==> src/rtl/spi_target.sv <==
// -----------------------------------------------------------------------------
// spi_target -- SPI target (slave) peripheral on the RIB bus.
//
// An external SPI controller exchanges 8-bit MSB-first frames with the CPU.
// SCLK/SS/MOSI are oversampled in the clk_i domain through SYNC_STAGES flops.
// Edges are taken from the synchronized values, so clk_i must run at least
// 8x the SCLK rate. Received bytes land in a single-byte RX holding register.
// Bytes to send come from a single-byte TX holding register. When the TX
// holding register is empty at load time, FILL_BYTE is sent instead.
//
// Optional feature (macro SPI_TARGET_MODE_SEL_EN):
//   defined   : CTRL[2]=CPHA and CTRL[3]=CPOL select any of the four SPI modes.
//   undefined : fixed mode 0; CTRL[3:2] read 0 and writes to them are ignored.
//
// Register map (addr_i[7:0]):
//   0x00 CTRL   R/W  [0] en, [1] rx_ie, [2] cpha, [3] cpol (feature only)
//   0x04 STATUS      [0] rx_valid (W1C), [1] tx_empty (RO), [2] rx_ovr (W1C),
//                    [3] busy (RO)
//   0x08 TXDATA R/W  [7:0] tx_hold
//   0x0C RXDATA RO   [7:0] last received byte
//
// Ports:
//   clk_i, rst_i          system clock, asynchronous active-high reset
//   we_i, addr_i, data_i  RIB write strobe, address, write data
//   data_o                RIB read data (combinational from addr_i)
//   spi_sclk_i            SPI clock from the controller
//   spi_ss_ni             SPI select, active-low
//   spi_mosi_i            controller-to-target data
//   spi_miso_o            target-to-controller data
//   spi_miso_oe_o         MISO pad output enable
//   irq_o                 level interrupt (rx_valid & rx_ie, registered)
// -----------------------------------------------------------------------------
module spi_target #(
   parameter int         SYNC_STAGES = 2,
   parameter logic [7:0] FILL_BYTE   = 8'hFF
) (
   input  logic        clk_i,
   input  logic        rst_i,
   input  logic        we_i,
   input  logic [31:0] addr_i,
   input  logic [31:0] data_i,
   output logic [31:0] data_o,
   input  logic        spi_sclk_i,
   input  logic        spi_ss_ni,
   input  logic        spi_mosi_i,
   output logic        spi_miso_o,
   output logic        spi_miso_oe_o,
   output logic        irq_o
);

   typedef enum logic {IDLE, ACTIVE} state_t;

   state_t state, state_n;

   // Synchronizers and previous-value flops for edge detection
   logic [SYNC_STAGES-1:0] sclk_sync, ss_sync, mosi_sync;
   logic                   sclk_prev, ss_prev;

   // Control / status registers
   logic       en, rx_ie;
   logic       rx_valid, rx_ovr, tx_empty;
   logic [7:0] tx_hold, rx_data;
   logic       irq_q;

   // Frame datapath
   logic [7:0] shift_tx, shift_rx;
   logic [2:0] bit_cnt;
   logic       miso_q, miso_oe_q;
   logic       first_lead;

   logic cpha, cpol;

   // Decoded events
   logic       sclk_s, ss_s, mosi_s;
   logic       sclk_cur, sclk_last;
   logic       lead_edge, trail_edge, sample_edge, shift_edge;
   logic       ss_fall, ss_rise;
   logic       wr_ctrl, wr_status, wr_tx, en_clear;
   logic       frame_start, frame_stop, do_sample, do_shift;
   logic [7:0] tx_byte;
   logic       busy;
   logic       unused_bits;

   assign unused_bits = ^{addr_i[31:8], data_i[31:8]};

   // ---------------------------------------------------------------- stage: input sync
   always_ff @(posedge clk_i or posedge rst_i) begin
      if (rst_i) begin
         sclk_sync <= '0;
         ss_sync   <= '1;
         mosi_sync <= '0;
         sclk_prev <= 1'b0;
         ss_prev   <= 1'b1;
      end else begin
         sclk_sync <= {sclk_sync[SYNC_STAGES-2:0], spi_sclk_i};
         ss_sync   <= {ss_sync[SYNC_STAGES-2:0], spi_ss_ni};
         mosi_sync <= {mosi_sync[SYNC_STAGES-2:0], spi_mosi_i};
         sclk_prev <= sclk_sync[SYNC_STAGES-1];
         ss_prev   <= ss_sync[SYNC_STAGES-1];
      end
   end

   assign sclk_s = sclk_sync[SYNC_STAGES-1];
   assign ss_s   = ss_sync[SYNC_STAGES-1];
   assign mosi_s = mosi_sync[SYNC_STAGES-1];

   // CPOL is folded into both the current and the previous sample, so
   // reprogramming CPOL never fabricates an SCLK edge.
   assign sclk_cur    = sclk_s ^ cpol;
   assign sclk_last   = sclk_prev ^ cpol;
   assign lead_edge   = sclk_cur & ~sclk_last;
   assign trail_edge  = ~sclk_cur & sclk_last;
   assign sample_edge = cpha ? trail_edge : lead_edge;
   assign shift_edge  = cpha ? lead_edge : trail_edge;
   assign ss_fall     = ss_prev & ~ss_s;
   assign ss_rise     = ~ss_prev & ss_s;

   assign wr_ctrl   = we_i && (addr_i[7:0] == 8'h00);
   assign wr_status = we_i && (addr_i[7:0] == 8'h04);
   assign wr_tx     = we_i && (addr_i[7:0] == 8'h08);
   assign en_clear  = wr_ctrl && !data_i[0];

   assign tx_byte = tx_empty ? FILL_BYTE : tx_hold;
   assign busy    = ~ss_s & en;

   // ---------------------------------------------------------------- stage: frame FSM
   always_ff @(posedge clk_i or posedge rst_i) begin
      if (rst_i) state <= IDLE;
      else       state <= state_n;
   end

   always_comb begin
      state_n     = state;
      frame_start = 1'b0;
      frame_stop  = 1'b0;
      do_sample   = 1'b0;
      do_shift    = 1'b0;
      case (state)
         IDLE: begin
            if (en && ss_fall && !en_clear) begin
               state_n     = ACTIVE;
               frame_start = 1'b1;
            end
         end
         ACTIVE: begin
            if (ss_rise || !en || en_clear) begin
               state_n    = IDLE;
               frame_stop = 1'b1;
            end else begin
               do_sample = sample_edge;
               do_shift  = shift_edge;
            end
         end
         default: state_n = IDLE;
      endcase
   end

   // ---------------------------------------------------------------- stage: registers and shifters
   // Statement order encodes collision priority: CPU W1C clears come before
   // byte completion (completion wins); TX loads come before the TXDATA write
   // (the write wins, leaving the new byte pending).
   always_ff @(posedge clk_i or posedge rst_i) begin
      if (rst_i) begin
         en         <= 1'b0;
         rx_ie      <= 1'b0;
         rx_valid   <= 1'b0;
         rx_ovr     <= 1'b0;
         tx_empty   <= 1'b1;
         tx_hold    <= 8'h00;
         rx_data    <= 8'h00;
         irq_q      <= 1'b0;
         shift_tx   <= 8'h00;
         shift_rx   <= 8'h00;
         bit_cnt    <= 3'd0;
         miso_q     <= 1'b0;
         miso_oe_q  <= 1'b0;
         first_lead <= 1'b0;
      end else begin
         if (wr_ctrl) begin
            en    <= data_i[0];
            rx_ie <= data_i[1];
         end
         if (wr_status) begin
            if (data_i[0]) rx_valid <= 1'b0;
            if (data_i[2]) rx_ovr   <= 1'b0;
         end

         if (frame_start) begin
            shift_tx   <= tx_byte;
            tx_empty   <= 1'b1;
            bit_cnt    <= 3'd0;
            miso_oe_q  <= 1'b1;
            // With CPHA=1 the MSB appears only on the first leading edge.
            miso_q     <= cpha ? 1'b0 : tx_byte[7];
            first_lead <= cpha;
         end

         if (do_shift) begin
            if (first_lead) begin
               miso_q     <= shift_tx[7];
               first_lead <= 1'b0;
            end else if (bit_cnt == 3'd0) begin
               shift_tx <= tx_byte;
               tx_empty <= 1'b1;
               miso_q   <= tx_byte[7];
            end else begin
               shift_tx <= {shift_tx[6:0], 1'b0};
               miso_q   <= shift_tx[6];
            end
         end

         if (do_sample) begin
            shift_rx <= {shift_rx[6:0], mosi_s};
            bit_cnt  <= bit_cnt + 3'd1;
            if (bit_cnt == 3'd7) begin
               rx_data  <= {shift_rx[6:0], mosi_s};
               rx_valid <= 1'b1;
               if (rx_valid) rx_ovr <= 1'b1;
            end
         end

         if (frame_stop) begin
            bit_cnt    <= 3'd0;
            miso_oe_q  <= 1'b0;
            miso_q     <= 1'b0;
            first_lead <= 1'b0;
         end

         if (wr_tx) begin
            tx_hold  <= data_i[7:0];
            tx_empty <= 1'b0;
         end

         irq_q <= rx_valid & rx_ie;
      end
   end

`ifdef SPI_TARGET_MODE_SEL_EN
   logic cpha_q, cpol_q;

   always_ff @(posedge clk_i or posedge rst_i) begin
      if (rst_i) begin
         cpha_q <= 1'b0;
         cpol_q <= 1'b0;
      end else if (wr_ctrl) begin
         cpha_q <= data_i[2];
         cpol_q <= data_i[3];
      end
   end

   assign cpha = cpha_q;
   assign cpol = cpol_q;
`else
   assign cpha = 1'b0;
   assign cpol = 1'b0;
`endif

   // ---------------------------------------------------------------- stage: bus read and outputs
   always_comb begin
      data_o = 32'h0;
      case (addr_i[7:0])
         8'h00:   data_o = {28'h0, cpol, cpha, rx_ie, en};
         8'h04:   data_o = {28'h0, busy, rx_ovr, tx_empty, rx_valid};
         8'h08:   data_o = {24'h0, tx_hold};
         8'h0C:   data_o = {24'h0, rx_data};
         default: data_o = 32'h0;
      endcase
   end

   assign spi_miso_o    = miso_q;
   assign spi_miso_oe_o = miso_oe_q;
   assign irq_o         = irq_q;

endmodule

==> config.mk <==
export PLATFORM = sky130hd
export DESIGN_NAME = spi_target
export DESIGN_NICKNAME = d
export VERILOG_FILES = /design/src/rtl/spi_target.sv
export SDC_FILE = /design/constraint.sdc
export NUM_CORES = 1
export LEC_CHECK = 0
export ABC_AREA = 1
export BUFFER_PORTS_ARGS = -buffer_cell sky130_fd_sc_hd__buf_2
export CAP_MARGIN = 0
export CORE_MARGIN = 10
export CORE_UTILIZATION = 46
export CTS_BUF_LIST = sky130_fd_sc_hd__clkbuf_8
export CTS_CLUSTER_DIAMETER = 50
export DETAILED_ROUTE_END_ITERATION = 10
export PLACE_DENSITY = 0.79
export SLEW_MARGIN = 25
export SYNTH_ARGS = -nofsm -noshare
export SYNTH_HDL_FRONTEND = slang
export SYNTH_SLANG_ARGS = --single-unit
==> constraint.sdc <==
create_clock -name clk_i -period 1.5 [get_ports clk_i]
set_clock_uncertainty 0.05 [all_clocks]
set_input_delay 0.3 -clock clk_i [delete_from_list [all_inputs] [get_ports clk_i]]
set_output_delay 0.3 -clock clk_i [all_outputs]
set_load 0.02 [all_outputs]
After elaboration in Yosys (flattened, before gate mapping)
Index checks and enable logic that the tools add are counted.

cells by class
  $add $sub $neg = 1
  $mul = 0
  divide/modulo/power cells = 0
  order comparisons = 0
  equality and inequality tests = 4
  shifts and indexed selects = 0
  mux-type cells = 44
  bitwise logic cells = 11
  reductions and logical operators = 17

operators with widths
  cell                   number
  $mux W8                5
  $mux W1                34
  $pmux W8 S4            1
  $eq A8 B4 Y1 const B   2
  $mux W3                3
  $eq A8 B3 Y1 const B   1
  $logic_not A8 Y1       1
  $and A1 B1 Y1          6
  $logic_and A1 B1 Y1    6
  $reduce_bool A3 Y1     2
  $not A1 Y1             5
  $add A3 B1 Y3 const B  1
  $eq A3 B3 Y1 const B   1
  $logic_not A1 Y1       3
  $logic_not A3 Y1       1
  $logic_or A1 B1 Y1     2
  $pmux W1 S2            1
  $reduce_and A2 Y1      1
  $reduce_bool A2 Y1     1

word-level totals
  bits in registers = 52
  latch bits = 0
  bits in writable memories = 0
  bits in read-only memories = 0
  word-level logic and storage cells = 97
  memories kept = 0

Depth between registers and ports, before layout
  depth in word-level cells = 12
  gate-level depth with buffers = 10
  depth with buffers taken out = 10

Least setup slack after synthesis
OpenSTA, ideal clock, no wires.

  kind = in2out
  start = input port addr_i[1]
  end = output port data_o[4]
  arrival time = 1.422 ns
  path slack = -0.272 ns
  stages = 5
  buffers on the path = 0
  cell sequence = nor2_4 > nand2_1 > nor2_2 > nand2_1 > o21ai_0

on the way
  longest elaborated chain between the ends = 2
  elaborated cells on any way between the ends = 5
  classes of those cells = eq/ne: 3; mux: 1; reduce/logical: 1

RTL lines
  what                                        line  RTL
  start, declared                             40    input logic [31:0] addr_i,
  $eq A8 B4 Y1, or another cell as far along  261   case (addr_i[7:0])
  $pmux W8 S4 (*)                             261
  end, declared                               42    output logic [31:0] data_o,

Every way passes the cells marked *; elsewhere a longest branch is shown, timed or not.

Final worst setup path
  start = input port addr_i[5]
  end = output port data_o[0]

Same word-level chain as after synthesis.

==> results.json <==
{
  "grt_pass1_wl_um": 10900,
  "drt_wl_total_um": 7090,
  "arrival_ps": 1300,
  "crit_chain": "buf_2 -> nor2_4 -> nand2_4 -> nor2_4 -> nand2_4 -> o2111ai_4 -> buf_6",
  "num-fill-cells": 457,
  "netlist.area_leader.share_pct": 44.2,
  "holdCritPathClass": "input port to flop",
  "ctsRootBufferMaster": "clkbuf_8",
  "antennaDiodeCount": 0,
  "critical-path-top-delay-family": "simple AND/OR/NAND/NOR gates",
  "path_buf_inv": 2,
  "cts_buffers": 5,
  "grt_pass1_vias": 2359,
  "fp.dieArea_mm2": 0.00938,
  "p_per_area_mw_per_mm2": 1040,
  "yosys-top-cells-area": "dfrtp_1, nand2_1, buf_4, o21ai_0, inv_1",
  "track_usage_pct": 13.6,
  "syn_avg_cell_area_um2": 8.41,
  "cts.sinks": 52,
  "hold_viol": 0,
  "synth_common_cells": "nand2_1, dfrtp_1, o21ai_0, inv_1, buf_4",
  "worst-path-stages": 7,
  "synthCells": 323,
  "post-route-min-period_ps": 1650,
  "layout_setup_ws_ps": -153,
  "hold_depth": 1,
  "synth_top_cell_by_area": "dfrtp_1",
  "dp_hpwl_um": 4610,
  "violations": "negative setup slack",
  "drtIter0Drc": 195,
  "yosysSeqAreaShare_pct": 48.1,
  "clkLatencyLatePin_ps": 320,
  "drc": 0,
  "crit_path_max_fanout": 7,
  "drv_slew": 0,
  "grt_remaining_overflow": 0,
  "p_leak_uw": 0.00182,
  "ant_nets": 0,
  "gp_congestion": 0.803,
  "synth_edf_count": 0,
  "cts_tree": "done",
  "start_util_pct": 48.4,
  "placement.io_buffers": 32,
  "startpoint_type": "input port",
  "async_flop_share_pct": 100,
  "path_clk_slew_ps": 90,
  "outcome": "complete, but fails checks",
  "peakVddDrop_uv": 882,
  "syn-cell-area_mm2": 0.00272,
  "final_min_period_over_clock_period_pct": 110,
  "die_h_um": 96.8,
  "fmax_ghz": 0.605,
  "die_x_um": 96.8,
  "synth_cell_types": 33,
  "clockBufferDepth": 2,
  "path_class": "input port to output port",
  "fp.coreArea_mm2": 0.00561,
  "synthToLayoutAreaGrowth_pct": 33.4,
  "vias": 2346,
  "rsz0062_at_grt": "yes",
  "cp.required_ps": 1150,
  "yosysWarnings": 0,
  "io_pins": 105,
  "synth-seq-cells": 52,
  "critPathMaxStageDelay_ps": 230,
  "htree_levels": 2,
  "power_uw": 3780,
  "yosysMostFrequentCell": "nand2_1",
  "post_drt_via_cell_ratio": 5.02,
  "drive_gt1_share_pct": 39.0,
  "crit_slowest_cell": "o2111ai_4",
  "dr.pass1.iters": 4,
  "timing.max_cap.violations": 0,
  "grt_max_degree": 20,
  "wl_per_cell_um": 15.2,
  "antenna_found_initial": 0,
  "finalSetupViolCount": 39,
  "ys.flop_type": "dfrtp_1",
  "final_area_mm2": 0.00362,
  "fin_nets": 467,
  "rows": 27,
  "post_dp_cell_area_mm2": 0.00307,
  "end_kind": "output port",
  "reg2reg_depth": 6
}
[worst paths after layout]
check,slack (ps),endpoint,from
worst min-delay path,30,ss_sync[0]$_DFF_PP1_,spi_ss_ni
worst max register to register,-130,rx_data[2]$_DFFE_PP0P_,ss_prev$_DFF_PP1_
worst max-delay path,-150,data_o[0],addr_i[5]
max in group asynchronous,410,ss_prev$_DFF_PP1_,rst_i
worst min register to register,300,sclk_sync[1]$_DFF_PP0_,sclk_sync[0]$_DFF_PP0_
min in group asynchronous,480,en$_DFFE_PP0N_,rst_i
[cells by family (layout without fill, tap and decap cells)]
family	Yosys count	in the layout	synth area share [%]
mux	1	1	0.415
flops	52	52	48.1
buf+inv	63	111	12.6
other cells	1	24	0.138
simple gates	149	150	26.6
fa+ha+maj	3	3	1.38
compound gates	54	54	10.8
[sequential cells by signal, indices dropped and copies added, names as in the netlist, 2 cells and up]
| name | cells |
|---|---|
| sclk_sync | 2 |
| shift_tx | 8 |
| ss_sync | 2 |
| tx_hold | 8 |
| mosi_sync | 2 |
| rx_data | 8 |
| shift_rx | 7 |
| bit_cnt | 3 |
[through the flow]
| stage | worst slack (ps) | instances | utilization, % | setup TNS [ps] | hold WS, ps |
|---|---|---|---|---|---|
| floorplan | -76.3 | 346 | - | -106 | 254 |
| global placement | -196 | 441 | 54.7 | -3930 | 278 |
| detailed placement | -242 | 441 | 54.7 | -5350 | 286 |
| CTS | -118 | 462 | 61.7 | -2200 | 20.9 |
| global route | -230 | 467 | 64.6 | -5610 | 19.7 |
| finish | -153 | 467 | 64.6 | -2660 | 30.2 |
[report_power, final]
part           switching [uW]  internal [uW]  total [uW]
combinational             587            400         987
clock                     479            503         982
sequential                174           1640        1810
total                    1240           2540        3780
[cell usage in the layout (no fill, tap or decap), types with 9 or more instances in the layout]
master,Yosys,routed
buf_4,25,28
buf_6,1,17
nor2_4,5,9
nand2_2,3,16
buf_2,3,21
nand2_1,99,84
conb_1,1,24
nor2_1,16,15
dfrtp_1,48,48
inv_1,29,25
o21ai_1,11,12
o21ai_2,2,12
o21ai_0,33,22
nand3_2,0,11
[final cells by class]
cell class | count | area [um^2] | share of cell area [%]
multi-input combinational | 232 | 1400 | 38.5
sequential | 52 | 1310 | 36.0
timing repair buffer | 70 | 577 | 15.9
inverter | 33 | 139 | 3.83
tap | 72 | 90.1 | 2.49
clock buffer | 5 | 68.8 | 1.90
clock inverter | 3 | 46.3 | 1.28
[worst reg2reg max path: stages (launching register included)]
cell and delay, ps:
dfstp_2 550, inv_4 50, a21oi_4 220, nand4_4 250
buf_6 220, o21ai_2 130, nand2_1 60
[routing by layer]
metal | wire, um | vias to the layer above | track usage, %
li1 | - | 1127 | -
met4 | 157 | 0 | 4.74
met1 | 2550 | 1131 | 14.1
met3 | 407 | 19 | 4.05
met2 | 3970 | 69 | 25.2
met5 | 0 | - | 0
[timing repair]
action | 4_1_cts | 5_1_grt
resized for setup | 56 | 29
hold endpoints to repair | 14 | 0
hold buffers | 1 | 0
setup buffers | 11 | 5
pin swaps | 14 | 13
gates cloned | 1 | 0
endpoints found under the setup margin | 32 | 39
(Power assumes the default switching activity.)
